`config.mk`:
```
export PLATFORM = sky130hd
export DESIGN_NAME = if_fetch_stage
export DESIGN_NICKNAME = d
export VERILOG_FILES = /design/src/rtl/if_fetch_stage.sv
export SDC_FILE = /design/constraint.sdc
export NUM_CORES = 1
export LEC_CHECK = 0
export CORE_ASPECT_RATIO = 1.75
export CORE_MARGIN = 1.5
export CORE_UTILIZATION = 39
export CTS_CLUSTER_DIAMETER = 150
export CTS_CLUSTER_SIZE = 12
export DETAILED_ROUTE_END_ITERATION = 8
export GPL_TIMING_DRIVEN = 0
export HOLD_SLACK_MARGIN = 0.15
export PLACE_DENSITY = 0.69
export SLEW_MARGIN = 15
export SYNTH_ARGS = -nofsm -noshare
export SYNTH_HDL_FRONTEND = slang
export SYNTH_SLANG_ARGS = --single-unit
```
`constraint.sdc`:
```
create_clock -name clk -period 2.8 [get_ports clk]
set_clock_uncertainty 0.2 [all_clocks]
set_input_delay 0.28 -clock clk [delete_from_list [all_inputs] [get_ports clk]]
set_output_delay 0.28 -clock clk [all_outputs]
set_load 0.03 [all_outputs]
```
`src/rtl/if_fetch_stage.sv`:
```
// Instruction-fetch stage of the RV32I pipeline: PC register, pc+4 sequencing, branch redirect,
// stall and halt handling, and the IF/ID pipeline register.
module if_fetch_stage #(
    parameter int              XLEN      = 32,
    parameter logic [XLEN-1:0] RESET_PC  = '0,
    parameter logic [31:0]     NOP_INSTR = 32'h0000_0013
) (
    input  logic            clk,
    input  logic            rst,
    input  logic            stall,
    input  logic            branch_taken,
    input  logic [XLEN-1:0] branch_target,
    input  logic            halt_req,
    output logic [XLEN-1:0] imem_addr,
    input  logic [31:0]     imem_rdata,
    output logic [XLEN-1:0] ifid_pc,
    output logic [XLEN-1:0] ifid_pc4,
    output logic [31:0]     ifid_instr,
    output logic            ifid_valid,
    output logic            halted,
    output logic [31:0]     fetch_count
);

    typedef enum logic {
        RUN    = 1'b0,
        HALTED = 1'b1
    } state_t;

    // Word alignment: the low two address bits are forced to zero everywhere pc is loaded.
    localparam logic [XLEN-1:0] ALIGN_MASK = ~(XLEN'(3));

    state_t          state;
    logic [XLEN-1:0] pc;
    logic [XLEN-1:0] pc_plus4;
    logic [XLEN-1:0] redirect_pc;

    assign pc_plus4    = pc + XLEN'(4);
    assign redirect_pc = branch_target & ALIGN_MASK;
    assign imem_addr   = pc;

    // Priority in RUN: branch_taken > halt_req > stall > sequential fetch.
    always_ff @(posedge clk) begin
        if (rst) begin
            state       <= RUN;
            halted      <= 1'b0;
            pc          <= RESET_PC & ALIGN_MASK;
            ifid_pc     <= '0;
            ifid_pc4    <= '0;
            ifid_instr  <= NOP_INSTR;
            ifid_valid  <= 1'b0;
            fetch_count <= '0;
        end else if (state == RUN) begin
            if (branch_taken) begin
                // The instruction fetched this cycle is on the wrong path, so flush it.
                pc         <= redirect_pc;
                ifid_instr <= NOP_INSTR;
                ifid_valid <= 1'b0;
            end else if (halt_req) begin
                state      <= HALTED;
                halted     <= 1'b1;
                ifid_instr <= NOP_INSTR;
                ifid_valid <= 1'b0;
            end else if (!stall) begin
                pc          <= pc_plus4;
                ifid_pc     <= pc;
                ifid_pc4    <= pc_plus4;
                ifid_instr  <= imem_rdata;
                ifid_valid  <= 1'b1;
                fetch_count <= fetch_count + 32'd1;
            end
        end
    end

endmodule

```
== Word-level counts from Yosys, hierarchy flattened ==
Index checks and enable logic that the tools add are counted.

* Register bits: 163
* Input port bits: 69
* Output and inout port bits: 162

* Add/sub/neg operators: 2
* Eq/ne operators: 3
* Mux-type cells: 12
* Bitwise logic cells: 4
* Reduce and logical (&&, ||, !) cells: 4

{| class="wikitable"
|+ Operators with widths
! kind !! count
|-
| 32-bit 2-to-1 mux || 6
|-
| 32-bit by 1-bit adder with 32-bit output, second input constant || 1
|-
| 32-bit by 3-bit adder with 32-bit output, second input constant || 1
|-
| 1-bit 2-to-1 mux || 6
|-
| 3-bit AND reduction || 2
|-
| 1-bit NOT || 4
|-
| 4-bit AND reduction || 1
|-
| 3-bit by 1-bit inequality test with 1-bit output, second input constant || 1
|-
| 2-bit by 1-bit inequality test with 1-bit output, second input constant || 1
|-
| 2-bit inequality test, second input constant || 1
|-
| 2-bit AND reduction || 1
|}

== Depth between registers and ports, before layout ==
Gate-level depths: netlist of run 1.

* Word-level depth: 4
* Depth in mapped cells: 8

== Worst setup path after synthesis of run 1 ==
Ideal clock, no wire load.

* Kind: reg2reg
* From: reg pc[3] (netlist: imem_addr[3])
* To: reg pc[28] (netlist: imem_addr[28])
* Library setup time: 0.131 ns
* Arrival time: 2.102 ns
* Setup slack: 0.366 ns
* Cell stages (with the launch flop): 9
* Clock period less this slack: 2.434 ns
* Cells stage by stage: dfxtp_1 -> ha_1 -> and3_1 -> clkbuf_1 -> nand4_1 -> buf_2 -> clkbuf_1 -> o31ai_1 -> o211ai_1

* Longest elaborated chain between the ends: 4

{| class="wikitable"
|+ Ends and longest elaborated chain
! item !! line !! source
|-
| start: declaration || 33 || <nowiki>logic [XLEN-1:0] pc;</nowiki>
|-
| start signal: assignment || 46 || <nowiki>pc <= RESET_PC & ALIGN_MASK;</nowiki>
|-
| start signal: assignment || 55 || <nowiki>pc <= redirect_pc;</nowiki>
|-
| start signal: assignment || 64 || <nowiki>pc <= pc_plus4;</nowiki>
|-
| 32-bit by 3-bit adder with 32-bit output || 37 || <nowiki>assign pc_plus4 = pc + XLEN'(4);</nowiki>
|-
| 32-bit 2-to-1 mux || 63 || <nowiki>end else if (!stall) begin</nowiki>
|-
| 32-bit 2-to-1 mux || 58 || <nowiki>end else if (halt_req) begin</nowiki>
|-
| 32-bit 2-to-1 mux || 53 || <nowiki>if (branch_taken) begin</nowiki>
|}

Every way passes these cells. The select of a mux whose other input is x is not followed.
A chain may end at the register's enable or synchronous reset.

==> flow_metrics.py, run 1 <==
metrics = {
    "worst_setup_path": {
        "timing.critical_path.to": "imem_addr[26]",
        "cpMostUsedCell": "clkbuf_1",
        "timing.critical_path.arrival_ns": 2.78,
        "critPathKind": "in2reg",
        "cp_slowest_cell": "clkdlybuf4s50_1",
        "wp_data_required_ns": 2.90,
        "worst-path-stages": 7,
        "critical-path-top-delay-family": "buffers and inverters",
        "setup.worst_path.start_class": "input port",
        "r2r_end": "imem_addr[20]",
        "timing.critical_path.buf_inv": 5,
        "worst_r2r_path_depth": 7,
        "cp_slowest_stage_delay_ns": 0.55,
        "startpoint": "rst",
        "r2r_setup_slack_ns": 0.24,
        "r2r_start": "imem_addr[3]",
        "cp_cell_sequence": "clkdlybuf4s50_1, clkbuf_1, inv_1, clkbuf_2, clkbuf_1, a31oi_1, o211ai_1",
        "crit_path_max_fanout": 10,
        "critical_path.endpoint_type": "flop",
    },
    "clock_network": {
        "clk-insertion-delay-late_ns": 0.44,
        "cts_made_buffers": 17,
        "clk_path_buf_depth": 2,
        "clkTransAtPathRegs_ns": 0.07,
        "cts_num_sinks": 157,
        "tritoncts_clock_tree": "built",
        "maximum_level_of_the_cts_h_tree": 4,
        "cts_root_buf": "clkbuf_16",
    },
    "floorplan": {
        "die_width_um": 107,
        "die_y_um": 185,
        "dieArea_um2": 19700,
        "core_area_um2": 18500,
        "rows": 66,
        "io_pins": 231,
        "effective_utilization_at_floorplan_pct": 39.7,
    },
    "final_layout": {
        "post_route_cells_drive_above_1_share_pct": 7.57,
        "finish.net_count": 1221,
        "filler_cell_count": 1795,
        "diodes": 0,
        "area.growth.synth_to_final_pct": 42.4,
    },
    "logic_synthesis": {
        "synthArstFlopShare_pct": 0,
        "flops_latches_synth": 157,
        "synth_area_leader_cell": "dfxtp_1",
        "synth.area.mux_share_pct": 1.80,
        "synth-adder-area-share_pct": 0.340,
        "postSynthCellCount": 904,
        "synth_xor_area_share_pct": 2.38,
        "synth_compound_gate_area_share_pct": 21.7,
        "synthesis.yosys.warnings": 0,
        "number_of_flops_mapped_to_enable_cells_by_yosys": 0,
        "post_synth_design_cell_area_um2": 7350,
        "ys_dominant_reg_cell": "dfxtp_1",
        "synthesis.area_per_instance_um2": 8.13,
        "synthSimpleGateAreaFrac_pct": 24.7,
        "seq_area_frac_synth_pct": 42.8,
        "netlist.area_leader.share_pct": 42.8,
        "synth_top_family_by_area": "simple AND/OR/NAND/NOR gates",
        "synth.distinct_cells": 58,
        "ys_top_cells_by_area": "dfxtp_1 43%, nand2_1 5.5%, a21oi_1 4.4%",
    },
    "job": {
        "drv.max_cap_violation_count": 0,
    },
    "routing": {
        "wire_per_inst_um": 20.6,
        "drt.antenna.violating_nets": 0,
        "drc_errors": 0,
        "drt-pass1-iter-count": 6,
        "vias_per_cell": 5.76,
        "postRouteWirelength_um": 28900,
        "detail_route.iter0.violations": 602,
        "detailroute.via_count": 8074,
    },
    "placed_design": {
        "hpwl_um": 21600,
        "port_buffers": 220,
        "gp_congestion": 0.993,
    },
    "timing": {
        "finalWorstPathRequiredPeriod_ns": 2.68,
        "fmax_mhz": 373,
        "timing_max_transition_violations_final": 0,
        "rsz0062_at_grt": "no",
        "timing.slew.headroom_pct": 44.8,
        "timing.final.setup_violations": 0,
        "fin_crit_sh_pct": 95.6,
        "timing_worst_slew_pin_value_ns": 0.829,
        "setup-tns-final_ns": 0,
        "hold_violations": 0,
        "whs_ns": 0.256,
    },
    "outcome": {
        "result_of_the_run": "completed",
    },
    "global_routing": {
        "maximum_number_of_pins_on_one_net_before_global_route_repair": 17,
        "grt_overflow": 0,
        "antenna_found_initial": 0,
        "first_global_vias": 7746,
        "grt_use_total_pct": 28.8,
        "grt_first_pass_wirelength_um": 43000,
    },
    "pwr": {
        "power.density_nw_per_um2": 528,
        "maximum_vdd_drop_uv": 370,
        "post-layout-total-power_mw": 5.52,
        "cellLeakagePower_nw": 3.54,
    },
    "worst_hold_path": {
        "worst_hold_path_type": "reg2reg",
        "worst_hold_startpoint": "ifid_pc[26]",
    },
}
-- layout by cell type (no fill, tap or decap), types with 15 or more instances in the layout --
master,Yosys,layout
a21oi_1,65,65
nand2_1,108,108
a22oi_1,31,31
nor4_1,20,20
clkbuf_1,64,63
a31oi_1,23,23
nor3_1,17,17
nand4_1,17,17
buf_2,19,19
or3_1,15,15
dfxtp_1,157,156
o21ai_0,45,45
clkdlybuf4s50_1,0,220
nand3_1,33,33
nor2_1,82,82
clkbuf_16,0,17
-- synth_stat cells (all sizes together) (11+ instances only) --
master and number:
nand2 108, o21ai 45, nor4 22, buf 32
nor2 82, a31oi 23, a22oi 31, o311ai 12
xnor2 11, clkbuf 64, dfxtp 157, or3 15
nor3 17, and3 13, inv 12, nand3 33
a21oi 65, o41ai 13, nand4 19, and4 14
-- metal layers --
layer | GRT usage (%) | routed length, um | vias up
li1 | - | - | 3779
met1 | 30.1 | 10400 | 3819
met2 | 51.9 | 15000 | 379
met3 | 5.76 | 1830 | 97
met4 | 18.2 | 1690 | 0
met5 | 0 | 0 | -
-- power by group --
part	internal, mW	total [mW]	switching [mW]
sequential	2.31	2.39	0.0801
clock	1.27	2.30	1.03
combinational	0.328	0.836	0.509
-- worst reg2reg max path, stage by stage (launching register included) --
cell      delay (ns)
dfxtp_2         0.45
ha_1            0.29
and3_1          0.18
clkbuf_1        0.26
nand4_1         0.20
buf_2           0.29
o311ai_0        0.41
a31oi_1         0.13
-- what timing repair did --
action,in CTS,in global routing
hold buffers,2,0
setup buffers,1,0
endpoints found under the hold margin,7,0
resized for setup,1,2
setup endpoints to repair,10,7
pin swaps,1,0
-- how the worst min path moves through the flow --
stage               slack [ns]  depth (start not counted)             to
finish                    0.26                          2    ifid_pc[26]
CTS                       0.26                          3  ifid_instr[1]
floorplan                 0.23                          2  ifid_instr[0]
global route              0.27                          2     ifid_pc[5]
global placement          0.25                          2    ifid_pc[29]
detailed placement        0.25                          2     ifid_pc[4]
-- per-stage QoR --
stage          setup slack, ns  cells  area [um2]  utilization (%)
3_5_place_dp            -0.318   1367        9870             53.4
5_1_grt                 0.0430   1401       10500             56.6
4_1_cts                  0.120   1402       10500             56.6
3_3_place_gp            -0.337   1367        9870             53.4
6_report                 0.122   1401       10500             56.6
2_1_floorplan            0.366    909        7370                -
-- logic make-up (layout without fill, tap and decap cells) --
| kind of cell | Yosys count | count (layout) |
|---|---|---|
| and+or+nand+nor | 360 | 360 |
| DFF | 157 | 157 |
| AOI/OAI and AO/OA | 244 | 244 |
| other | 1 | 6 |
| buffers and inverters | 108 | 362 |
| xor gates and xnor gates | 20 | 20 |
| muxes | 12 | 12 |
| adders and majority gates | 2 | 2 |
-- final cells by class --
| type | instances | area (um2) | share of cell area [%] |
|---|---|---|---|
| inverters | 12 | 45.0 | 0.430 |
| multi-input cells | 644 | 3760 | 35.9 |
| plain buffers | 95 | 419 | 4.00 |
| clock inverters | 13 | 130 | 1.24 |
| well taps | 238 | 298 | 2.84 |
| repair buffers | 223 | 2230 | 21.3 |
| flip-flops and latches | 157 | 3140 | 30.0 |
| clock buffers | 19 | 443 | 4.23 |
-- flip-flops by register name, indices dropped and copies added, names as in the netlist --
signal       cells
fetch_count     32
ifid_instr      32
ifid_pc4        30
ifid_pc         30
imem_addr       30
halted           1
ifid_valid       1
state            1
Power figures use the tool's default switching activity.
==> run 2, diff against run 1 <==
--- a/config.mk
+++ b/config.mk
@@ -7,13 +7,12 @@
 export LEC_CHECK = 0
 export CORE_ASPECT_RATIO = 1.75
 export CORE_MARGIN = 1.5
-export CORE_UTILIZATION = 39
+export CORE_UTILIZATION = 47
 export CTS_CLUSTER_DIAMETER = 150
 export CTS_CLUSTER_SIZE = 12
 export DETAILED_ROUTE_END_ITERATION = 8
-export GPL_TIMING_DRIVEN = 0
 export HOLD_SLACK_MARGIN = 0.15
-export PLACE_DENSITY = 0.69
+export PLACE_DENSITY = 0.81
 export SLEW_MARGIN = 15
 export SYNTH_ARGS = -nofsm -noshare
 export SYNTH_HDL_FRONTEND = slang
==> flow_metrics.py, run 2 (synthesis gave the netlist of run 1 again) <==
metrics = {
    "final_layout": {
        "registers_with_the_highest_flip_flop_counts": "fetch_count (32), ifid_instr (32)",
        "finish.net_count": 1157,
        "finish.cell_count_without_fillers": 1285,
        "diodes": 0,
        "most-common-layout-cells": "220 x clkdlybuf4s50_1, 157 x dfxtp_1, 108 x nand2_1, 82 x nor2_1, 65 x a21oi_1",
        "filler_cell_count": 1319,
        "mostFrequentLayoutCell": "clkdlybuf4s50_1",
        "post_route_cells_drive_above_1_share_pct": 8.46,
        "sequential_cell_area_um2": 3140,
        "area.growth.synth_to_final_pct": 39.5,
        "multi_input_comb_area_um2": 3760,
    },
    "timing": {
        "timing_max_transition_violations_final": 0,
        "hold_violations": 0,
        "rsz0062_at_grt": "no",
        "setup-tns-final_ns": 0,
        "timing.final.setup_violations": 0,
        "timing.slew.headroom_pct": 55.5,
        "whs_ns": 0.176,
        "timing_worst_slew_pin_value_ns": 0.661,
        "fin_crit_sh_pct": 87.6,
        "fmax_mhz": 408,
        "finalWorstPathRequiredPeriod_ns": 2.45,
    },
    "global_routing": {
        "antenna_found_initial": 0,
        "grt_first_pass_wirelength_um": 37700,
        "maximum_number_of_pins_on_one_net_before_global_route_repair": 62,
        "first_global_vias": 7269,
        "grt_overflow": 0,
        "grt_use_total_pct": 28.3,
    },
    "pwr": {
        "sequentialPowerShare_pct": 43.5,
        "swShare_pct": 27.7,
        "cellLeakagePower_nw": 3.51,
        "power.net_switching_mw": 1.54,
        "maximum_vdd_drop_uv": 432,
        "combPwrFrac_pct": 13.6,
        "power.density_nw_per_um2": 541,
        "clock_power_share_pct": 43.0,
        "p_int_mw": 4.01,
    },
    "routing": {
        "drt-pass1-iter-count": 5,
        "vias_per_cell": 6.04,
        "drc_errors": 0,
        "detailroute.via_count": 7762,
        "detail_route.iter0.violations": 566,
        "drt.antenna.violating_nets": 0,
        "wire_per_inst_um": 18.6,
        "postRouteWirelength_um": 24000,
    },
    "worst_setup_path": {
        "critPathKind": "reg2reg",
        "crit_path_max_fanout": 20,
        "wp_data_required_ns": 2.92,
        "critical_path.endpoint_type": "flop",
        "setup.worst_path.start_class": "flop",
        "timing.critical_path.arrival_ns": 2.57,
    },
    "floorplan": {
        "effective_utilization_at_floorplan_pct": 48.0,
        "dieArea_um2": 16400,
        "rows": 60,
        "die_width_um": 97.5,
        "io_pins": 231,
        "die_y_um": 168,
        "core_area_um2": 15300,
    },
    "clock_network": {
        "maximum_level_of_the_cts_h_tree": 4,
        "cts_made_buffers": 17,
        "cts_resized": 0,
        "postCtsSetupRepairBufs": 0,
        "clkTransAtPathRegs_ns": 0.07,
        "tritoncts_clock_tree": "built",
        "clk-insertion-delay-late_ns": 0.42,
        "cts_root_buf": "clkbuf_16",
        "cts_num_sinks": 157,
        "clk_path_buf_depth": 2,
        "cts.hold.buffers_added": 0,
    },
    "job": {
        "drv.max_cap_violation_count": 0,
    },
    "placed_design": {
        "port_buffers": 222,
        "gp_congestion": 0.933,
        "hpwl_um": 16900,
        "place_inst": 1253,
    },
    "outcome": {
        "result_of_the_run": "completed",
    },
    "worst_hold_path": {
        "worst_hold_path_type": "in2reg",
    },
}
[run 2: worst paths after layout]
check                                    start               to  slack [ns]  depth (start not counted)
worst max-delay path            fetch_count[5]  fetch_count[31]        0.35                          4
worst min-delay path                       rst            state        0.18                          2
worst max register to register  fetch_count[5]  fetch_count[31]        0.35                          4
worst min register to register     ifid_pc[28]      ifid_pc[28]        0.25                          2
[run 2: routing by layer]
layer  global-route usage (%)  wire length (um)  part of all wire (%)  vias up
met4                     13.9              1010                   4.2        0
li1                         -                 -                     -     3659
met3                     5.53              1510                   6.3       82
met5                        0                 0                     0        -
met1                     31.9              8820                    37     3652
met2                     50.7             12600                    53      369
[run 2: power groups by stage]
stage / logic, mW / registers, mW / clock network [mW]
3_5_place_dp: 0.747 / 2.45 / 0
4_1_cts: 0.751 / 2.40 / 2.41
2_1_floorplan: 0.313 / 2.54 / 0
5_1_grt: 0.800 / 2.42 / 2.50
3_3_place_gp: 0.740 / 2.45 / 0
6_report: 0.753 / 2.41 / 2.38
[run 2: cell type report]
type | instances | share of cell area (%)
clock buffers | 19 | 4.42
multi-input cells | 644 | 36.7
repair buffers | 254 | 24.1
well taps | 186 | 2.27
clock inverters | 13 | 1.50
inverters | 12 | 0.439
flip-flops and latches | 157 | 30.6
[run 2: critical path, cell delays in order, from the launching register on]
cell and delay (ns):
dfxtp_1 0.45, nand4_1 0.20, or3_1 0.70, nor4_1 0.43, mux2_2 0.37
[run 2: metrics by stage]
| step | power (mW) | setup WS, ns | cell area [um2] | util, % |
|---|---|---|---|---|
| global route | 5.72 | 0.213 | 10300 | 67.0 |
| CTS | 5.56 | 0.354 | 10300 | 67.0 |
| finish | 5.55 | 0.347 | 10300 | 67.0 |
| global placement | 3.19 | 0.215 | 9650 | 63.0 |
| detailed placement | 3.20 | 0.178 | 9650 | 63.0 |
| floorplan | 2.86 | 0.366 | 7370 | - |
==> RTL change: new RTL, config.mk and constraints of run 1 <==
Make the reset (`rst`) asynchronous in one clocked block.
--- a/src/rtl/if_fetch_stage.sv
+++ b/src/rtl/if_fetch_stage.sv
@@ -40,5 +40,5 @@
 
     // Priority in RUN: branch_taken > halt_req > stall > sequential fetch.
-    always_ff @(posedge clk) begin
+    always_ff @(posedge clk or posedge rst) begin
         if (rst) begin
             state       <= RUN;
Check against the original RTL: differs if rst is asserted again (counterexample within 4 cycles, from zero or initial values and one cycle with rst high); with rst held inactive, the same outputs for 4 cycles.
==> RTL change against run 1 <==
Design area rose by 0.56%; setup slack better by 0.032 ns; routed wire length decreased by 20%; critical path depth stayed put; final cell count shrank 11%; sequential cell count stayed put; total power shrank 8.4%; area after synthesis is 1.8% lower; via count fell by 18%; combinational power decreased by 47%; count of clock-buffer cells in the layout shrank 2; largest cell class is now sequential cells; highest routed layer unchanged.
==> RTL change: results (changes against run 1) <==
status:
  status: "completed"  # unchanged
clock_network:
  h-tree-depth: 4  # unchanged
  clock_path_buffers: 2  # unchanged
  cts_root_buf: "clkbuf_16"  # unchanged
  clk_latency_ns: 0.43
  cts_made_buffers: 17  # unchanged
  path_clk_slew_ns: 0.06
synth:
  synth_area_leaders: "dfrtp_1 (53%), nand2_1 (9.0%), xnor2_1 (4.4%)"  # was dfxtp_1 (43%), nand2_1 (5.5%), a21oi_1 (4.4%)
  ys_warn_count: 0  # unchanged
  synth_seq_area_share_pct: 54.4  # was 42.8%
  async_flop_share_pct: 100  # was 0%
  synth_top_flop_cell: "dfrtp_1"  # was dfxtp_1
  yosysUniqueCellTypes: 58  # unchanged
  syn_area_per_cell_um2: 9.67  # was 8.13 um2
  ys_top_cells_by_count: "nand2_1 (174), dfrtp_1 (154), o21ai_0 (48)"  # was dfxtp_1 (157), nand2_1 (108), nor2_1 (82)
global_routing:
  grtUsageMet3_pct: 4.19  # was 5.76%
  use_met1_pct: 29.7  # was 30.1%
  antenna_found_initial: 0  # unchanged
  grt_first_pass_wirelength_mm: 36.5  # was 43.0 mm
  grt_pass1_vias: 6534  # was 7746
  met2_usage_pct: 42.0  # was 51.9%
  grt_max_degree: 36  # was 17
  grt_use_total_pct: 24.7  # was 28.8%
critical_path:
  endpoint: "imem_addr[16]"  # was imem_addr[26]
  reg2regPathDepth: 7  # unchanged
  cp_max_fo: 8  # was 10
  r2r_setup_slack_ns: 0.15  # was 0.24 ns
  cp-startpoint: "imem_addr[2]"  # was rst
  worstPathArrival_ns: 2.76  # was 2.78 ns
finish:
  layout.cells.non_filler: 1249  # was 1401
  largestRegisters: "fetch_count (32), ifid_instr (32)"  # unchanged
  drive_gt1_share_pct: 7.59  # was 7.57%
  antenna_cells: 0  # unchanged
  layout.nets: 1073  # was 1221
power_and_ir_drop:
  powerDensity_nw_per_um2: 481  # was 528 nW/um2
  p_comb_share_pct: 8.8  # was 15.1%
  total_leakage_power_nw: 4.55  # was 3.54 nW
  power_frac_seq_pct: 46.1  # was 43.2%
  peakVddDrop_mv: 0.338  # was 0.370 mV
  switching_share_pct: 25.6  # was 29.4%
drt:
  vias: 6592  # was 8074
  totalWireLength_mm: 23.2  # was 28.9 mm
  drt_iter0_markers: 373  # was 602
  dr.pass1.iters: 5  # was 6
min_path:
  hold_end: "imem_addr[2]"  # was ifid_pc[26]
  hold_path_class: "input pin to flop"  # was flop to flop
  worstHoldStart: "branch_target[2]"  # was ifid_pc[26]
  holdPathStages: 3  # was 2
placed_design:
  io_buffer_count: 222  # was 220
  place_congestion: 0.953  # was 0.993
  post-dp-hpwl_mm: 17.3  # was 21.6 mm
  post-place-ws_ns: -0.873  # was -0.318 ns
  place_area_um2: 9870  # about the same
sta:
  worstMarginPinSlew_ns: 0.858  # was 0.829 ns
## RTL change: cell types whose count changed after synthesis, moves of 21 or more
cell and delta:
a21oi_1 -46, a22o_1 +30, a22oi_1 -26, a31oi_1 -21
dfrtp_1 +154, dfxtp_1 -157, nand2_1 +66, nor2_1 -46
xnor2_1 +25
## RTL change: cells by family after synthesis
logic type                 synth area share (%)
AOI/OAI and AO/OA                          13.5
xor gates and xnor gates                   7.02
adders and majority gates                 0.346
buffers and inverters                      4.05
DFF                                        54.4
muxes                                     0.277
other                                    0.0519
and+or+nand+nor                            20.4
## RTL change: worst max-delay path, stage by stage, from the launching register on
cell and delay, ns:
dfrtp_1 0.51, ha_1 0.31, nand4_1 0.19, buf_4 0.21, buf_4 0.15, nor4_1 0.45, nand2_1 0.14, a311o_1 0.37
## RTL change: cell type report
type                       count  area [um2]
fill                        1642        7530
sequential                   157        3930
multi-input combinational    527        3060
timing repair buffer         233        2380
clock buffer                  17         425
tap                          234         293
buffer                        61         272
clock inverter                15         148
inverter                       5        22.5
## RTL change: what timing repair did
action / in CTS / in global routing
gates cloned: 0 / 0
resized for setup: 5 / 8
pin swaps: 1 / 1
setup endpoints to repair: 68 / 71
buffers inserted: 2 / 3
hold endpoints to repair: 19 / 0
hold buffers: 1 / 0
## RTL change: stage by stage
stage	TNS, ns	hold slack [ns]	util, %
2_1_floorplan	0	0.216	-
3_3_place_gp	-206.71	0.260	54.1
3_5_place_dp	-43.61	0.261	54.7
4_1_cts	0	0.212	58.1
5_1_grt	0	0.229	58.3
6_report	0	0.226	58.3
## RTL change: routing by layer
layer  part of all wire [%]  vias to the layer above
met1                     39                     3193
met4                    4.1                        0
met2                     52                      233
met5                      0                        -
li1                       -                     3109
met3                    4.7                       57
